File: config.mk
export PLATFORM = sky130hd
export DESIGN_NAME = bitwise_logic_pipe
export DESIGN_NICKNAME = d
export VERILOG_FILES = /design/src/rtl/bitwise_logic_pkg.sv /design/src/rtl/bitwise_logic_pipe_skid_buf.sv /design/src/rtl/bitwise_logic_pipe.sv
export SDC_FILE = /design/constraint.sdc
export NUM_CORES = 1
export LEC_CHECK = 0
export ABC_AREA = 0
export BUFFER_PORTS_ARGS = -buffer_cell sky130_fd_sc_hd__buf_2
export CORE_MARGIN = 3
export CORE_UTILIZATION = 30
export DETAILED_ROUTE_END_ITERATION = 6
export MAX_ROUTING_LAYER = met4
export PLACE_DENSITY_LB_ADDON = 0.05
export SETUP_SLACK_MARGIN = 0.02
export SLEW_MARGIN = 40
export SYNTH_ARGS = -nofsm -noshare
export SYNTH_HDL_FRONTEND = slang
export SYNTH_SLANG_ARGS = --single-unit
export TNS_END_PERCENT = 1
File: constraint.sdc
create_clock -name clk_in -period 3.1 [get_ports clk_in]
set_input_delay 0.62 -clock clk_in [delete_from_list [all_inputs] [get_ports clk_in]]
set_output_delay 0.62 -clock clk_in [all_outputs]
set_load 0.02 [all_outputs]
File: src/rtl/bitwise_logic_pkg.sv
// Opcode encodings and the per-bit operation shared by the bitwise logic pipe.
package bitwise_logic_pkg;

    localparam int OP_BITS = 3;

    localparam logic [OP_BITS-1:0] OP_AND    = 3'd0;
    localparam logic [OP_BITS-1:0] OP_OR     = 3'd1;
    localparam logic [OP_BITS-1:0] OP_XOR    = 3'd2;
    localparam logic [OP_BITS-1:0] OP_NAND   = 3'd3;
    localparam logic [OP_BITS-1:0] OP_NOR    = 3'd4;
    localparam logic [OP_BITS-1:0] OP_XNOR   = 3'd5;
    localparam logic [OP_BITS-1:0] OP_ANDN   = 3'd6;
    localparam logic [OP_BITS-1:0] OP_PASS_A = 3'd7;

    // Single-bit kernel; applying it per bit gives the result for any width.
    function automatic logic op_bit(input logic [OP_BITS-1:0] op, input logic a, input logic b);
        logic r;
        case (op)
            OP_AND:  r = a & b;
            OP_OR:   r = a | b;
            OP_XOR:  r = a ^ b;
            OP_NAND: r = ~(a & b);
            OP_NOR:  r = ~(a | b);
            OP_XNOR: r = ~(a ^ b);
            OP_ANDN: r = a & ~b;
            default: r = a;
        endcase
        return r;
    endfunction

endpackage

File: src/rtl/bitwise_logic_pipe_skid_buf.sv
// Two-entry valid/ready register slice: an output stage plus one skid entry,
// giving full throughput while in_ready comes straight from a flop.
module skid_buf #(
    parameter int WIDTH = 7
) (
    input  logic             clk,
    input  logic             rst_n,
    input  logic             in_valid,
    output logic             in_ready,
    input  logic [WIDTH-1:0] in_data,
    output logic             out_valid,
    input  logic             out_ready,
    output logic [WIDTH-1:0] out_data
);

    logic             skid_valid;
    logic [WIDTH-1:0] skid_data;
    logic             accept;
    logic             advance;
    logic             load_skid;

    assign in_ready  = ~skid_valid;
    assign accept    = in_valid & in_ready;
    // The output stage may take new data when it is empty or emptying this cycle.
    assign advance   = ~out_valid | out_ready;
    assign load_skid = accept & ~advance;

    // NOTE: sequential state uses non-blocking assignments so every flop samples pre-edge values.
    always_ff @(posedge clk or negedge rst_n) begin
        if (!rst_n) begin
            out_valid  <= 1'b0;
            out_data   <= '0;
            skid_valid <= 1'b0;
        end else if (advance) begin
            if (skid_valid) begin
                out_data   <= skid_data;
                out_valid  <= 1'b1;
                skid_valid <= 1'b0;
            end else begin
                out_valid <= accept;
                if (accept) begin
                    out_data <= in_data;
                end
            end
        end else if (load_skid) begin
            skid_valid <= 1'b1;
        end
    end

    // NOTE: skid payload needs no reset; skid_valid alone says whether it is meaningful.
    always_ff @(posedge clk) begin
        if (load_skid) begin
            skid_data <= in_data;
        end
    end

endmodule

File: src/rtl/bitwise_logic_pipe.sv
// Registered bitwise ALU with valid/ready handshake and an optional chained
// accumulator that can stand in for operand B.
module bitwise_logic_pipe
    import bitwise_logic_pkg::*;
#(
    parameter int DATA_WIDTH = 4,
    parameter int OP_WIDTH   = 3
) (
    input  logic                  clk_in,
    input  logic                  rst_n_in,
    input  logic [DATA_WIDTH-1:0] a_in,
    input  logic [DATA_WIDTH-1:0] b_in,
    input  logic [OP_WIDTH-1:0]   op_in,
    input  logic                  chain_in,
    input  logic                  acc_clr_in,
    input  logic                  in_valid_in,
    output logic                  in_ready_out,
    output logic [DATA_WIDTH-1:0] y_out,
    output logic                  zero_out,
    output logic                  ones_out,
    output logic                  parity_out,
    output logic                  out_valid_out,
    input  logic                  out_ready_in
);

    localparam int PAYLOAD_W = DATA_WIDTH + 3;

    logic [DATA_WIDTH-1:0] acc;
    logic [DATA_WIDTH-1:0] eff_b;
    logic [DATA_WIDTH-1:0] result;
    logic [PAYLOAD_W-1:0]  in_payload;
    logic [PAYLOAD_W-1:0]  out_payload;
    logic                  accept;

    // A clear in the same cycle as a chained beat is seen by that beat as B=0.
    always_comb begin
        eff_b  = chain_in ? (acc_clr_in ? '0 : acc) : b_in;
        result = '0;
        for (int i = 0; i < DATA_WIDTH; i++) begin
            result[i] = op_bit(op_in, a_in[i], eff_b[i]);
        end
    end

    assign in_payload = {result, ~|result, &result, ^result};
    assign accept     = in_valid_in & in_ready_out;

    always_ff @(posedge clk_in or negedge rst_n_in) begin
        if (!rst_n_in) begin
            acc <= '0;
        end else if (accept) begin
            acc <= result;
        end else if (acc_clr_in) begin
            acc <= '0;
        end
    end

    skid_buf #(.WIDTH(PAYLOAD_W)) u_skid (
        .clk       (clk_in),
        .rst_n     (rst_n_in),
        .in_valid  (in_valid_in),
        .in_ready  (in_ready_out),
        .in_data   (in_payload),
        .out_valid (out_valid_out),
        .out_ready (out_ready_in),
        .out_data  (out_payload)
    );

    assign y_out      = out_payload[PAYLOAD_W-1:3];
    assign zero_out   = out_payload[2];
    assign ones_out   = out_payload[1];
    assign parity_out = out_payload[0];

endmodule

# Word level (Yosys, flattened, before mapping)
# Cells that the tools add are included.
[op_classes] n_addsub=0 order_cmp=0 bitwise_logic=38 shift=0 n_reduce_logical=8 div=0 mux=12 mul=0 n_eq_ne=6
[op_table] cell="case mux 1 bit (7 select lines)" count=4
[op_table] cell="NOT 1 bit" count=19
[op_table] cell="two-way mux 7 bit" count=2
[op_table] cell="two-way mux 4 bit" count=3
[op_table] cell="bitwise AND 1 bit" count=10
[op_table] cell="equality test 3 bit, second input constant" count=3
[op_table] cell="equality test 3 x 2 -> 1 bit, second input constant" count=2
[op_table] cell="bitwise OR 1 bit" count=5
[op_table] cell="AND reduction 4 bit" count=1
[op_table] cell="nonzero test 2 bit" count=2
[op_table] cell="OR reduction 4 bit" count=1
[op_table] cell="XOR reduction 4 bit" count=1
[op_table] cell="bitwise XOR 1 bit" count=4
[op_table] cell="equality test 3 x 1 -> 1 bit, second input constant" count=1
[op_table] cell="logical NOT 3 bit" count=1
[op_table] cell="two-way mux 1 bit" count=3
[op_table] cell="AND reduction 2 bit" count=1
[op_table] cell="logical NOT 1 bit" count=1
[word_totals] out_inout_bits=9 romBits=0 word_cells=69 inputBits=17 n_memories=0 latchBits=0 ram_bits=0 reg_bits=20

# Longest topological paths before layout
[depth] word_depth=9 ltp_mapped=11 mapped_depth_nobuf=11

# Modules after synthesis
# Synthesis repeated with hierarchy kept, for this count alone.
[unflattened] cells_unflattened=143 area_unflattened_um2=1527.7
[modules_own_cells] mod="bitwise_logic_pipe" cells_each=104 seq_area_each_um2=100.1 instances=1 area_each_um2=819.5
[modules_own_cells] mod="skid_buf" cells_each=39 seq_area_each_um2=435.4 instances=1 area_each_um2=708.2

# Worst setup path before layout
# OpenSTA, ideal clock, no wires.
[synth_timing] kind="input port to flip-flop" startpoint="input acc_clr_in" endpoint="register u_skid.out_data[0]" arrival_ns=2.414 path_buffers=0 setup_time_ns=0.132 path_slack_ns=0.554 cell_stages=11 t_required_ns=2.968 path_cell_list="nand3b_1 nand2_1 ha_1 nor3b_2 a2111oi_2 a311oi_2 and2_1 ha_1 xor2_1 mux2i_1 mux2i_1"
[synth_via] elab_chain_cells=8 word_cells_on_any_way=41 classes_between="mux (8); bitwise (32); reduce/logical (1)"
[synth_rtl] item="start: declaration" line="bitwise_logic_pipe.sv:15" source="input logic acc_clr_in,"
[synth_rtl] item="two-way mux 4 bit *"
[synth_rtl] item="two-way mux 4 bit *" line="bitwise_logic_pipe.sv:37" source="eff_b = chain_in ? (acc_clr_in ? '0 : acc) : b_in;"
[synth_rtl] item="NOT 1 bit, or another cell as far along" line="bitwise_logic_pkg.sv:25" source="OP_ANDN: r = a & ~b;"
[synth_rtl] item="bitwise AND 1 bit, or another cell as far along" line="bitwise_logic_pkg.sv:25"
[synth_rtl] item="case mux 1 bit (7 select lines)" line="bitwise_logic_pkg.sv:18" source="case (op)"
[synth_rtl] item="XOR reduction 4 bit *" line="bitwise_logic_pipe.sv:44" source="assign in_payload = {result, ~|result, &result, ^result};"
[synth_rtl] item="net in_payload[0]" line="bitwise_logic_pipe.sv:31" source="logic [PAYLOAD_W-1:0] in_payload;"
[synth_rtl] item="two-way mux 7 bit *" line="bitwise_logic_pipe_skid_buf.sv:41" source="if (accept) begin"
[synth_rtl] item="two-way mux 7 bit *" line="bitwise_logic_pipe_skid_buf.sv:35" source="if (skid_valid) begin"
[synth_rtl] item="end signal: assignment" line="bitwise_logic_pipe_skid_buf.sv:36" source="out_data <= skid_data;"
[synth_rtl] item="end signal: assignment" line="bitwise_logic_pipe_skid_buf.sv:42" source="out_data <= in_data;"
[synth_rtl] item="end: declaration" line="bitwise_logic_pipe_skid_buf.sv:13" source="output logic [WIDTH-1:0] out_data"
# Mark *: on every way through the listed nets, which the timed path passes. The rest lies on a longest branch. The select of a mux whose other input is x is not followed.
# A chain may end at the register's enable or synchronous reset.

# Worst setup path in the final report
# Same ends and word-level chain as after synthesis.

==> results.md <==
- Share of the cycle needed by the critical path after routing: 87.6%
- Count of buffers added by post-CTS timing repair for setup: 0
- Synth top area cells: sky130_fd_sc_hd__dfrtp_1 (21%), sky130_fd_sc_hd__edfxtp_1 (14%), sky130_fd_sc_hd__ha_1 (6.4%), sky130_fd_sc_hd__a311oi_2 (3.9%), sky130_fd_sc_hd__nand2b_1 (3.6%)
- Largest net degree at the start of global routing: 24
- Via total after detailed routing: 1311
- Startpoint kind of the worst setup timing path: input pin
- Antenna violations before repair: 0
- Top cell type's share of synthesized area: 21.0%
- HPWL reported at the end of detailed placement: 2850 µm
- Post-CTS clock slew at the launch and capture registers of the worst setup and hold paths: 0.08 ns
- Number of rows created at floorplan: 25
- Biggest fanout along the worst timing path: 8
- Final worst path period need: 2.72 ns
- Die span in x: 77.9 µm
- Simple-Gate Fraction of Synth Area: 25.8%
- Core region area: 0.00485 mm²
- Total buffers and inverters traversed by the critical path: 1
- Count of clock tree sinks: 20
- GR Layer Usage met2: 20.0%
- Average size of a mapped cell: 9.41 µm²
- Antenna Nets Post-Route: 0
- Synthesis warning total: 0
- TritonCTS clock tree: done
- Required time at the worst-slack endpoint: 3.23 ns
- Kind of cell with the highest combined delay on the critical path: adder cells
- Number of enable-type register cells in the synthesized netlist: 7
- Net switching component of the power: 0.272 mW
- CTS buffer count: 3
- P per Cell Area: 452 mW/mm²
- Post-layout util: 36.3%
- Slew headroom: 62.5%
- Total power: 0.796 mW
- Clock latency reported for the late side of the worst-skew pair: 0.26 ns
- Main synth FF type: sky130_fd_sc_hd__dfrtp_1
- Capturing element type of the critical path: flip-flop
- Commonest non-fill, non-tap cell in the layout: sky130_fd_sc_hd__buf_2
- Main combinational cell family by area after synthesis: simple AND/OR/NAND/NOR gates
- Final wirelength: 3740 µm
- Number of iterations in the first detailed-routing pass: 4
- Unrepaired setup endpoints after global routing: no
- Final setup violation count: 0
- Synth Area in Compound Gates: 23.3%
- Critical path, cell by cell: buf_2, nand3b_1, nand2_1, ha_1, or2_2, a21oi_1, o21ai_0, nand2_1, ha_1, xor2_1, mux2i_1, mux2i_1
- Met1 usage in global routing: 18.8%
- Number of buffers inserted by port buffering: 25
- Net switching fraction of the power: 34.2%
- H-tree levels: 1
- Slowest-stage cell, CP: sky130_fd_sc_hd__o21ai_0
- Ratio of cells with drive above 1 in the final layout: 23.0%
- Accumulated negative setup slack: 0 ns
- Share of cell area taken by muxes after synthesis: 2.58%
- Maximum operating frequency: 368 MHz
- Yosys cell types: 42
- Clock network fraction of total power: 22.3%
- Net count reported at finish: 213
- Largest stage delay, worst path: 0.47 ns
- Run status: complete, no violations
- Cell Count, Final, Fillers Out: 254
- Xor and xnor area share after synthesis: 1.13%
- Number of top-level pins: 26
- Max rail drop VDD: 265 µV
- Layer with the highest usage after global routing: met2
- Resize count post-CTS: 0
- Fraction of power consumed by combinational cells: 35.5%
- Post-synthesis register bit count: 20
- Overall fraction of global-route tracks in use: 13.5%
- Cell chosen for the clock root: sky130_fd_sc_hd__clkbuf_8
- Leading area contributor after synthesis: sky130_fd_sc_hd__dfrtp_1
- Post-synthesis sequential area ratio: 34.5%
- Count of routing violations after the opening detailed-route iteration: 125
- Post-detailed-route wirelength per cell: 14.7 µm
- Total die area: 0.00608 mm²
- Number of global-route vias before repair: 1291
- First-pass GRT wire length: 6400 µm
- Placed Cells: 250
- Summed area of non-filler cells in the final layout: 0.00176 mm²
- Residual overflow from global routing: 0
- Final hold violations: 0
- Relative contribution of sequential cells to total power: 42.3%
- Cell count after synthesis: 165
- Setup Crit Path Kind: in2reg
- DR vias/cell: 5.16
- Global-route track usage on met3: 3.25%
- Number of nets produced by synthesis: 190
- Number of max-capacitance violations reported: 0
- Post-synthesis adder-cell area fraction: 6.45%
- GP Congestion: 0.760
- Maximum buffer depth of the clock tree: 2
- Area Overhead vs Synth: 13.5%
- Commonest cells after routing, fill and taps aside: sky130_fd_sc_hd__buf_2 (25), sky130_fd_sc_hd__dfrtp_1 (13), sky130_fd_sc_hd__nand2_1 (12)
- Arrival time at the worst endpoint: 2.85 ns
- Total cell area at the placement stage: 0.00172 mm²
- Min-Delay Path Class: in2async
- Height of the chip: 77.9 µm
- Mapped Area: 0.00155 mm²
- Worst-case clock skew: 0.00376 ns
- Worst Max-Slew Pin Slew: 0.556 ns
- Max Slew Vio Count: 0
- Int Power: 0.523 mW
- Total leakage power: 0.745 nW
- Initial core utilization: 32.0%
- Remaining routing DRC violations: 0
- Count of hold buffers inserted by post-cts repair: 0
- Number of diodes added for antenna fixing: 0
- Post-synthesis async set-or-reset flop share: 65.0%
==> cell usage after synthesis (2+ instances only) <==
cell type                   number
sky130_fd_sc_hd__o2111ai_1       3
sky130_fd_sc_hd__a311o_1         3
sky130_fd_sc_hd__and2_1          6
sky130_fd_sc_hd__nand3_1         4
sky130_fd_sc_hd__buf_2           3
sky130_fd_sc_hd__clkbuf_1        2
sky130_fd_sc_hd__nor2_1          9
sky130_fd_sc_hd__ha_1            8
sky130_fd_sc_hd__or2b_1          2
sky130_fd_sc_hd__a21oi_1         7
sky130_fd_sc_hd__buf_6           3
sky130_fd_sc_hd__edfxtp_1        7
sky130_fd_sc_hd__inv_1           8
sky130_fd_sc_hd__mux2i_1         4
sky130_fd_sc_hd__a21boi_1        3
sky130_fd_sc_hd__a311oi_2        4
sky130_fd_sc_hd__nand3b_1        5
sky130_fd_sc_hd__nand2_1        12
sky130_fd_sc_hd__or2_2           3
sky130_fd_sc_hd__o21ai_0         8
sky130_fd_sc_hd__a31o_1          6
sky130_fd_sc_hd__nor3b_1         4
sky130_fd_sc_hd__nand2b_1        9
sky130_fd_sc_hd__nor2b_1         9
sky130_fd_sc_hd__dfrtp_1        13
sky130_fd_sc_hd__a31oi_1         2
sky130_fd_sc_hd__o311ai_2        3
==> state kept, by name, summed over array words and instances (netlist names) <==
name and cells:
u_skid.out_data 7, u_skid.skid_data 7, acc 4, u_skid.out_valid 1, u_skid.skid_valid 1
==> per-layer routing <==
metal	vias to the layer above	wire (µm)	part of all wire (%)
li1	645	-	-
met1	635	1840	49
met2	27	1680	45
met3	4	189	5.1
met4	0	36	0.96
met5	-	0	0
==> final timing paths <==
path,slack (ns),start,depth (start not counted),endpoint
worst max register to register,0.57,acc[2]$_DFF_PN0_,11,u_skid.out_data[0]$_DFFE_PN0P_
worst max-delay path,0.38,acc_clr_in,12,u_skid.out_data[0]$_DFFE_PN0P_
worst min-delay path,0.25,rst_n_in,1,u_skid.skid_valid$_DFFE_PN0P_
min in group clk_in,0.53,u_skid.out_data[0]$_DFFE_PN0P_,2,u_skid.out_data[0]$_DFFE_PN0P_
worst min register to register,0.53,u_skid.out_data[0]$_DFFE_PN0P_,2,u_skid.out_data[0]$_DFFE_PN0P_
max in group asynchronous,2.60,rst_n_in,1,acc[3]$_DFF_PN0_
==> layout make-up <==
type / count / area (µm²)
timing repair buffer: 27 / 140
multi-input combinational: 126 / 920
tap: 67 / 83.8
fill: 516 / 3090
inverter: 10 / 37.5
sequential: 20 / 536
clock buffer: 4 / 45.0
==> metrics by stage <==
step                      setup WS, ns  hold slack [ns]
after floorplan                  0.554            0.324
after global placement           0.111            0.505
after detailed placement        0.0845            0.518
after CTS                        0.344            0.264
after global routing             0.194            0.272
final                            0.384            0.250
==> power by group through the flow <==
stage          registers (mW)  clock network [mW]  logic, mW
2_1_floorplan           0.370                   0      0.172
3_3_place_gp            0.341                   0      0.280
3_5_place_dp            0.342                   0      0.286
4_1_cts                 0.337               0.182      0.287
5_1_grt                 0.341               0.194      0.317
6_report                0.336               0.177      0.282
==> kinds of logic (layout without fill, tap and decap cells) <==
logic type / count (synthesis) / after routing
AOI/OAI and AO/OA: 43 / 43
xor gates and xnor gates: 2 / 2
adders and majority gates: 8 / 8
buffers and inverters: 19 / 41
DFF: 20 / 20
muxes: 4 / 4
and+or+nand+nor: 69 / 69
No activity file was read; power rests on OpenSTA's default activity.
